[src/rtl/uartin_pkg.sv]
// uartin shared definitions: FSM state codes and clock constants
// used to derive the bit period from the system clock and baud rate.
package uartin_pkg;

    localparam int CYCLE_CLK_HZ  = 50_000_000;
    localparam int CYCLE_BAUD    = 115_200;
    localparam int CYCLE_PER_BIT = CYCLE_CLK_HZ / CYCLE_BAUD;

    localparam int NBITS = 8;

    localparam logic [2:0] S_IDLE  = 3'd0;
    localparam logic [2:0] S_START = 3'd1;
    localparam logic [2:0] S_DATA  = 3'd2;
    localparam logic [2:0] S_STOP  = 3'd3;
    localparam logic [2:0] S_BREAK = 3'd4;
    localparam logic [2:0] S_WRITE = 3'd5;

endpackage

[src/rtl/uartin_if.sv]
// uartin FIFO write port: active-low strobe, active-low full status.
// master = receiver side, slave = FIFO side.
interface uartin_if;

    logic [7:0] port;
    logic       n_wr;
    logic       n_full;

    modport master (
        output port,
        output n_wr,
        input  n_full
    );

    modport slave (
        input  port,
        input  n_wr,
        output n_full
    );

endinterface

[src/rtl/uart_sync.sv]
// uartin rx synchroniser: STAGES-deep flop chain, idles (and resets)
// to 1 so a reset never looks like a start bit.
module uart_sync #(
    parameter int STAGES = 2
) (
    input  logic clk,
    input  logic rst,
    input  logic d,
    output logic q
);

    logic [STAGES-1:0] sync_q;
    logic [STAGES-1:0] sync_d;

    // shift the raw line in at the bottom of the chain
    always_comb begin
        sync_d = {sync_q[STAGES-2:0], d};
    end

    // chain registers, line-idle value on reset
    always_ff @(posedge clk) begin
        if (rst) sync_q <= '1;
        else     sync_q <= sync_d;
    end

    assign q = sync_q[STAGES-1];

endmodule

[src/rtl/uartin.sv]
// uartin: 8N1 UART receiver feeding a FIFO through an active-low
// write strobe; flags framing errors and FIFO overruns.
module uartin
    import uartin_pkg::*;
#(
    parameter int CDIV        = CYCLE_PER_BIT,
    parameter int SYNC_STAGES = 2
) (
    input  logic      clk,
    input  logic      rst,
    input  logic      rx,
    input  logic      clr,
    uartin_if.master  fifo,
    output logic      ferr,
    output logic      ovr,
    output logic [1:0] sticky
);

    localparam int CW = $clog2(CDIV);
    localparam logic [CW-1:0] HALF_LAST = CW'(CDIV / 2 - 1);
    localparam logic [CW-1:0] FULL_LAST = CW'(CDIV - 1);

    logic          rxs;
    logic [2:0]    state_q, state_d;
    logic [CW-1:0] cnt_q, cnt_d;
    logic [2:0]    bit_q, bit_d;
    logic [7:0]    shift_q, shift_d;
    logic [7:0]    port_q, port_d;
    logic          ferr_q, ferr_d;
    logic          ovr_q, ovr_d;
    logic [1:0]    sticky_q, sticky_d;
    logic          wr_fire;

    uart_sync #(
        .STAGES (SYNC_STAGES)
    ) u_sync (
        .clk (clk),
        .rst (rst),
        .d   (rx),
        .q   (rxs)
    );

    // frame FSM: mid-bit sampling, byte assembly, write/flag decisions
    always_comb begin
        state_d = state_q;
        cnt_d   = cnt_q + CW'(1);
        bit_d   = bit_q;
        shift_d = shift_q;
        port_d  = port_q;
        ferr_d  = 1'b0;
        ovr_d   = 1'b0;
        wr_fire = 1'b0;
        unique case (state_q)
            S_IDLE: begin
                cnt_d = '0;
                if (!rxs) state_d = S_START;
            end
            S_START: begin
                if (cnt_q == HALF_LAST) begin
                    cnt_d   = '0;
                    bit_d   = '0;
                    state_d = rxs ? S_IDLE : S_DATA;
                end
            end
            S_DATA: begin
                if (cnt_q == FULL_LAST) begin
                    cnt_d          = '0;
                    shift_d[bit_q] = rxs;
                    bit_d          = bit_q + 3'd1;
                    if (bit_q == 3'(NBITS - 1)) state_d = S_STOP;
                end
            end
            S_STOP: begin
                if (cnt_q == FULL_LAST) begin
                    cnt_d = '0;
                    if (rxs) begin
                        state_d = S_WRITE;
                    end else begin
                        ferr_d  = 1'b1;
                        state_d = S_BREAK;
                    end
                end
            end
            S_BREAK: begin
                cnt_d = '0;
                if (rxs) state_d = S_IDLE;
            end
            S_WRITE: begin
                cnt_d   = '0;
                state_d = S_IDLE;
                if (fifo.n_full) begin
                    wr_fire = 1'b1;
                    port_d  = shift_q;
                end else begin
                    ovr_d = 1'b1;
                end
            end
            default: begin
                cnt_d   = '0;
                state_d = S_IDLE;
            end
        endcase
        sticky_d = (clr ? 2'b00 : sticky_q) | {ovr_d, ferr_d};
    end

    // state, datapath and flag registers
    always_ff @(posedge clk) begin
        if (rst) begin
            state_q  <= S_IDLE;
            cnt_q    <= '0;
            bit_q    <= '0;
            shift_q  <= '0;
            port_q   <= '0;
            ferr_q   <= 1'b0;
            ovr_q    <= 1'b0;
            sticky_q <= '0;
        end else begin
            state_q  <= state_d;
            cnt_q    <= cnt_d;
            bit_q    <= bit_d;
            shift_q  <= shift_d;
            port_q   <= port_d;
            ferr_q   <= ferr_d;
            ovr_q    <= ovr_d;
            sticky_q <= sticky_d;
        end
    end

    assign fifo.port = wr_fire ? shift_q : port_q;
    assign fifo.n_wr = ~wr_fire;
    assign ferr      = ferr_q;
    assign ovr       = ovr_q;
    assign sticky    = sticky_q;

endmodule

[src/flat_wrapper.sv]
// flat-port wrapper written by rule: the top's interface ports become plain ports
module uartin_flat import uartin_pkg::*;
#(
    parameter int CDIV        = CYCLE_PER_BIT,
    parameter int SYNC_STAGES = 2
)
  (clk, rst, rx, clr, ferr, ovr, sticky, fifo_port, fifo_n_wr, fifo_n_full);
  uartin_if fifo_i ();
  input  logic clk;
  input  logic rst;
  input  logic rx;
  input  logic clr;
  output logic ferr;
  output logic ovr;
  output logic [1:0] sticky;
  output wire logic [$bits(fifo_i.port)-1:0] fifo_port;
  output wire logic [$bits(fifo_i.n_wr)-1:0] fifo_n_wr;
  input wire logic [$bits(fifo_i.n_full)-1:0] fifo_n_full;
  assign fifo_port = fifo_i.port;
  assign fifo_n_wr = fifo_i.n_wr;
  assign fifo_i.n_full = fifo_n_full;
  uartin #(.CDIV(CDIV), .SYNC_STAGES(SYNC_STAGES)) u_core (.clk(clk), .rst(rst), .rx(rx), .clr(clr), .fifo(fifo_i), .ferr(ferr), .ovr(ovr), .sticky(sticky));
endmodule
[config.mk]
export PLATFORM = sky130hd
export DESIGN_NAME = uartin_flat
export DESIGN_NICKNAME = d
export VERILOG_FILES = /design/src/rtl/uartin_pkg.sv /design/src/rtl/uartin_if.sv /design/src/rtl/uart_sync.sv /design/src/rtl/uartin.sv /design/src/flat_wrapper.sv
export SDC_FILE = /design/constraint.sdc
export NUM_CORES = 1
export LEC_CHECK = 0
export CORE_MARGIN = 2
export CORE_UTILIZATION = 40
export CTS_BUF_LIST = sky130_fd_sc_hd__clkbuf_4 sky130_fd_sc_hd__clkbuf_8
export DETAILED_ROUTE_END_ITERATION = 7
export GPL_ROUTABILITY_DRIVEN = 0
export PLACE_DENSITY = 0.65
export REMOVE_ABC_BUFFERS = 1
export SYNTH_ARGS = -nofsm -noshare
export SYNTH_HDL_FRONTEND = slang
export SYNTH_SLANG_ARGS = --single-unit
[constraint.sdc]
create_clock -name clk -period 5.9 [get_ports clk]
set_input_delay 1.18 -clock clk [delete_from_list [all_inputs] [get_ports clk]]
set_output_delay 1.18 -clock clk [all_outputs]
set_load 0.03 [all_outputs]
# After elaboration in Yosys (flattened, before gate mapping)
# Index checks and enable logic that the tools add are counted.
# classes
add_sub_neg,2
order_cmp,2
n_eq_ne,14
mux,27
bitwise_logic,2
reduce_logical,8
# op_table
operator,n
$mux 3,8
$mux 9,2
$pmux 9 s2,1
$pmux 3 s5,1
$add 9x1->9 const B,1
$eq 3x3->1 const B,3
$eq 9x8->1 const B,1
$eq 9x9->1 const B,1
$mux 1,9
$bwmux 8,1
$mux 8,1
$ne 2x1->1 const B,4
$eq 3x2->1 const B,2
$pmux 3 s2,1
$reduce_and 6->1,1
$lt 3x4->1 const B,1
$mux 2,2
$ne 2x2->1 const B,2
$reduce_and 2->1,2
$add 3x1->3 const B,1
$demux 1 s3,1
$eq 3x1->1 const B,1
$ge 3x1->1 const B,1
$logic_not 3->1,1
6 further kinds,6
# totals
register_bits,37
output_inout_bits,13

# Logic depth before layout (Yosys ltp)
# depth
depth_word,5
mapped_depth,7
ltp_nobuf,7

# Hierarchy
# A second synthesis with hierarchy kept.
# hier_totals
hier_cells,178
area_unflattened_um2,1650.3
# by_module_without_submodules
mod,n_inst,cells_each,area_per_inst_um2,seq_area_each_um2
uartin,1,174,1597.8,700.7
uart_sync,1,4,52.6,40.0

# Worst setup path after synthesis
# No wires, ideal clock.
# synth_path
path_kind,input to output
start,input port fifo_n_full
end,output port fifo_port[0]
arrival_time_ns,2.135
required_time_ns,4.720
setup_slack_ns,2.585
path_stages,2
n_path_buf,0
path_cell_list,nand3_1 mux2_2
# synth_via
elab_chain_cells,3
# synth_lines
item,line_no,text
"start, declared",flat_wrapper.sv:18,input wire logic [$bits(fifo_i.n_full)-1:0] fifo_n_full;
$mux 1,uartin.sv:91,if (fifo.n_full) begin
$mux 1,uartin.sv:53,unique case (state_q)
$mux 8,uartin.sv:129,assign fifo.port = wr_fire ? shift_q : port_q;
"end, declared",flat_wrapper.sv:16,output wire logic [$bits(fifo_i.port)-1:0] fifo_port;
# No other way between the ends.

# Worst setup path in the final report
# Ends and elaborated chain as after synthesis.

==> key figures <==
Critical path
  • Register-to-register path setup slack: 3.72 ns
  • CP delay by family, top: buffers and inverters
  • Crit-path cells: clkdlybuf4s50_1 > nand3_1 > mux2_2 > clkdlybuf4s50_1
  • Sum of buffers and inverters on the critical path: 2
  • Data arrival at the endpoint of the critical path: 3.05 ns
  • RR Endpoint: u_core.shift_q[2]
  • Delay of the slowest cell on the worst path: 0.67 ns
  • Most numerous cell on the critical path: clkdlybuf4s50_1
  • Critical path endpoint category: output port
  • Type of the worst setup path: in -> out
  • Cells on worst reg2reg path: 5
  • Cell with the largest stage delay on the worst path: clkdlybuf4s50_1
  • Maximum fanout along the worst path: 9
  • Worst r2r src: u_core.cnt_q[3]
  • Type of element launching the critical path: input port
  • Required time reported for the critical path endpoint: 4.72 ns

Pwr
  • Leak: 0.738 nW
  • Highest ir drop seen on vdd: 0.140 mV
  • Power density of the placed cells: 254 mW/mm^2
  • Overall power of the completed layout: 0.499 mW

Clock network
  • Clock transition at path regs: 0.07 ns
  • # clock sinks: 37
  • CTS H-Tree Depth: 2
  • Hold-fix buffer count after cts: 0
  • Worst-Skew Late Latency: 0.28 ns
  • Post-CTS Setup Repair Bufs: 0
  • Clock root cell: clkbuf_8
  • Maximum number of buffers from clock root to sink: 2
  • Post-CTS Resized: 0
  • TritonCTS Buffers: 5
  • CTS tree: yes

Cells and area
  • Leading cell type in the layout, fill and taps excluded: dfxtp_1
  • Layout Area Growth over Synthesis: 18.0%
  • Fraction of layout cells with a size suffix above 1: 0.138
  • Post-route insts no fill: 239
  • Top library cells by usage in the layout, fill and taps aside: 37 x dfxtp_1, 25 x nor2_1, 17 x clkdlybuf4s50_1
  • Total inserted antenna cells: 0
  • Fill cell total of the finished layout: 363
  • Final nets: 198

Die
  • Die X: 68.5 um
  • Overall die height: 68.5 um
  • Die Area: 0.00469 mm^2
  • Standard-cell rows: 23
  • Boundary pin count: 18
  • Initial core utilization: 0.415
  • Core Footprint: 0.00400 mm^2

Hold path
  • Hold Path Origin: u_core.u_sync.sync_q[0]
  • Tightest Hold Check Type: reg -> reg
  • Number of cells on the worst hold path: 1
  • Hold EP: u_core.u_sync.sync_q[1]

Synth
  • Cells taking the most area after synthesis: dfxtp_1 45%, nor2_1 5.6%, mux2i_1 5.4%
  • Count of different cell masters after synthesis: 42
  • Seq cells post-synth: 37
  • Synthesized area per cell: 9.60 um^2
  • Synth Instances: 173
  • Post-synth top area share: 0.446
  • Sequential share of the synthesized area: 0.446
  • Number of warning messages in the yosys log: 0
  • Yosys top cell by area: dfxtp_1
  • Synth Cell Area: 0.00166 mm^2

Timing
  • Setup repair after global routing missed its margin: false
  • Final hold viol count: 0
  • Clock period minus worst slack: 4.23 ns
  • Worst Setup Slack, final: 1.67 ns
  • Relative max-transition margin: 0.508
  • Worst-case clock skew: 0.00405 ns
  • Transition time at the pin with the least slew margin: 0.734 ns
  • Final critical-path share of the clock period: 0.716
  • Count of final max-slew check failures: 0
  • Highest clock rate: 237 MHz
  • Setup-violating endpoint count in the final report: 0
  • Sum of negative setup slack: 0 ns

Global routing
  • Total congestion overflow after global routing: 0
  • Antenna violations before repair: 0
  • Number of global-route vias before repair: 1,109
  • Wire length of the first global-routing pass: 5120 um
  • Total routing resource utilization after global routing: 0.150
  • Maximum number of pins on one net before global-route repair: 22

Run
  • Max-cap check violation count: 0

Drt
  • Routed vias/inst: 5.05
  • First-pass iteration count of the detailed router: 4
  • Detailed-route DRC error count: 0
  • Post-DR wirelength/cell: 12.7 um
  • Number of DRC markers in iteration 0: 71
  • Wire length reported by the detailed router: 3040 um
  • Routed vias: 1,206
  • Number of nets with antenna violations after routing: 0

Placed design
  • Placed cell count: 231
  • Count of buffers inserted at the top-level ports: 17
  • Setup slack at placement: 1.64 ns
  • HPWL reported at the end of detailed placement: 2170 um

Outcome
  • Status: finished clean
## area by class of cell
cell class              count  area [um^2]  area share
clock buffers               7         96.3      0.0491
clock inverters             1         5.00     0.00255
inverters                   5         18.8     0.00957
multi-input cells         122          867       0.442
flip-flops and latches     37          741       0.378
well taps                  50         62.6      0.0319
repair buffers             17          170      0.0868
## layer usage
metal | GRT usage | routed length [um] | vias to the layer above
met4 | 0.0600 | 52 | 0
met1 | 0.179 | 1370 | 557
met2 | 0.248 | 1510 | 20
li1 | - | - | 624
met3 | 0.0493 | 109 | 5
met5 | 0 | 0 | -
## stage by stage
stage	hold WS (ns)	util	instance area, um^2
floorplan	0.389	-	1630
global placement	0.399	0.465	1860
detailed placement	0.402	0.465	1860
CTS	0.430	0.490	1960
global route	0.445	0.490	1960
finish	0.424	0.490	1960
## state kept, by name, summed over array words and instances (netlist names)
signal	cells
u_core.port_q	8
u_core.bit_q	3
u_core.state_q	3
u_core.ferr	1
u_core.ovr	1
u_core.u_sync.sync_q	2
u_core.cnt_q	9
u_core.sticky	2
u_core.shift_q	8
## logic make-up after synthesis
kind of cell,share of synthesized area
mux,0.115
fa+ha+maj,0.0377
buf+inv,0.0324
simple gates,0.269
xor+xnor,0.0369
compound gates,0.0633
flops,0.446
## report_power, final
part,switching (mW),internal [mW],leakage (nW)
registers,0.00805,0.254,0.299
clock network,0.0847,0.105,0.0542
logic,0.0265,0.0204,0.385
## cells in the mapped netlist
library cell  number
nor4_2             2
o41ai_1            1
nor4b_4            1
o211ai_1           2
dfxtp_1           37
nor3b_1            1
inv_2              1
nand4_1            5
mux2i_1            9
o21a_1             1
o21ai_0            1
or4b_1             1
xnor2_1            1
or4_4              1
clkbuf_1           6
or2_2              2
and2_1            10
or4b_4             1
mux2_2             8
o21ai_1            1
nand2_1            7
ha_1               5
nor2_1            25
inv_1              4
nand3_1            5
nor4b_2            1
buf_1              2
or2_1              1
nor2b_1            1
nor3_1             4
a211o_1            1
a21oi_1            6
mux2_1             1
xor2_1             6
o21bai_1           1
nand2b_1           4
buf_2              1
and3_1             1
a21o_1             1
or4_1              1
nand4b_1           2
o21ba_2            1
## worst register-to-register path, delay by kind of cell, from the launching register on
kind             cells  cell delay (ns)
multiplexers         1             0.21
flip-flops           1             0.35
AND/OR/NAND/NOR      4             1.47
## worst max path at each step
stage                startpoint           end  slack (ns)  depth (start not counted)
global route        fifo_n_full  fifo_port[7]        1.53                          4
floorplan           fifo_n_full  fifo_port[0]        2.58                          2
CTS                 fifo_n_full  fifo_port[4]        1.64                          4
detailed placement  fifo_n_full  fifo_port[4]        1.64                          4
finish              fifo_n_full  fifo_port[0]        1.67                          4
global placement    fifo_n_full  fifo_port[4]        1.69                          4
Note: power is estimated with default switching activity, not from simulation.
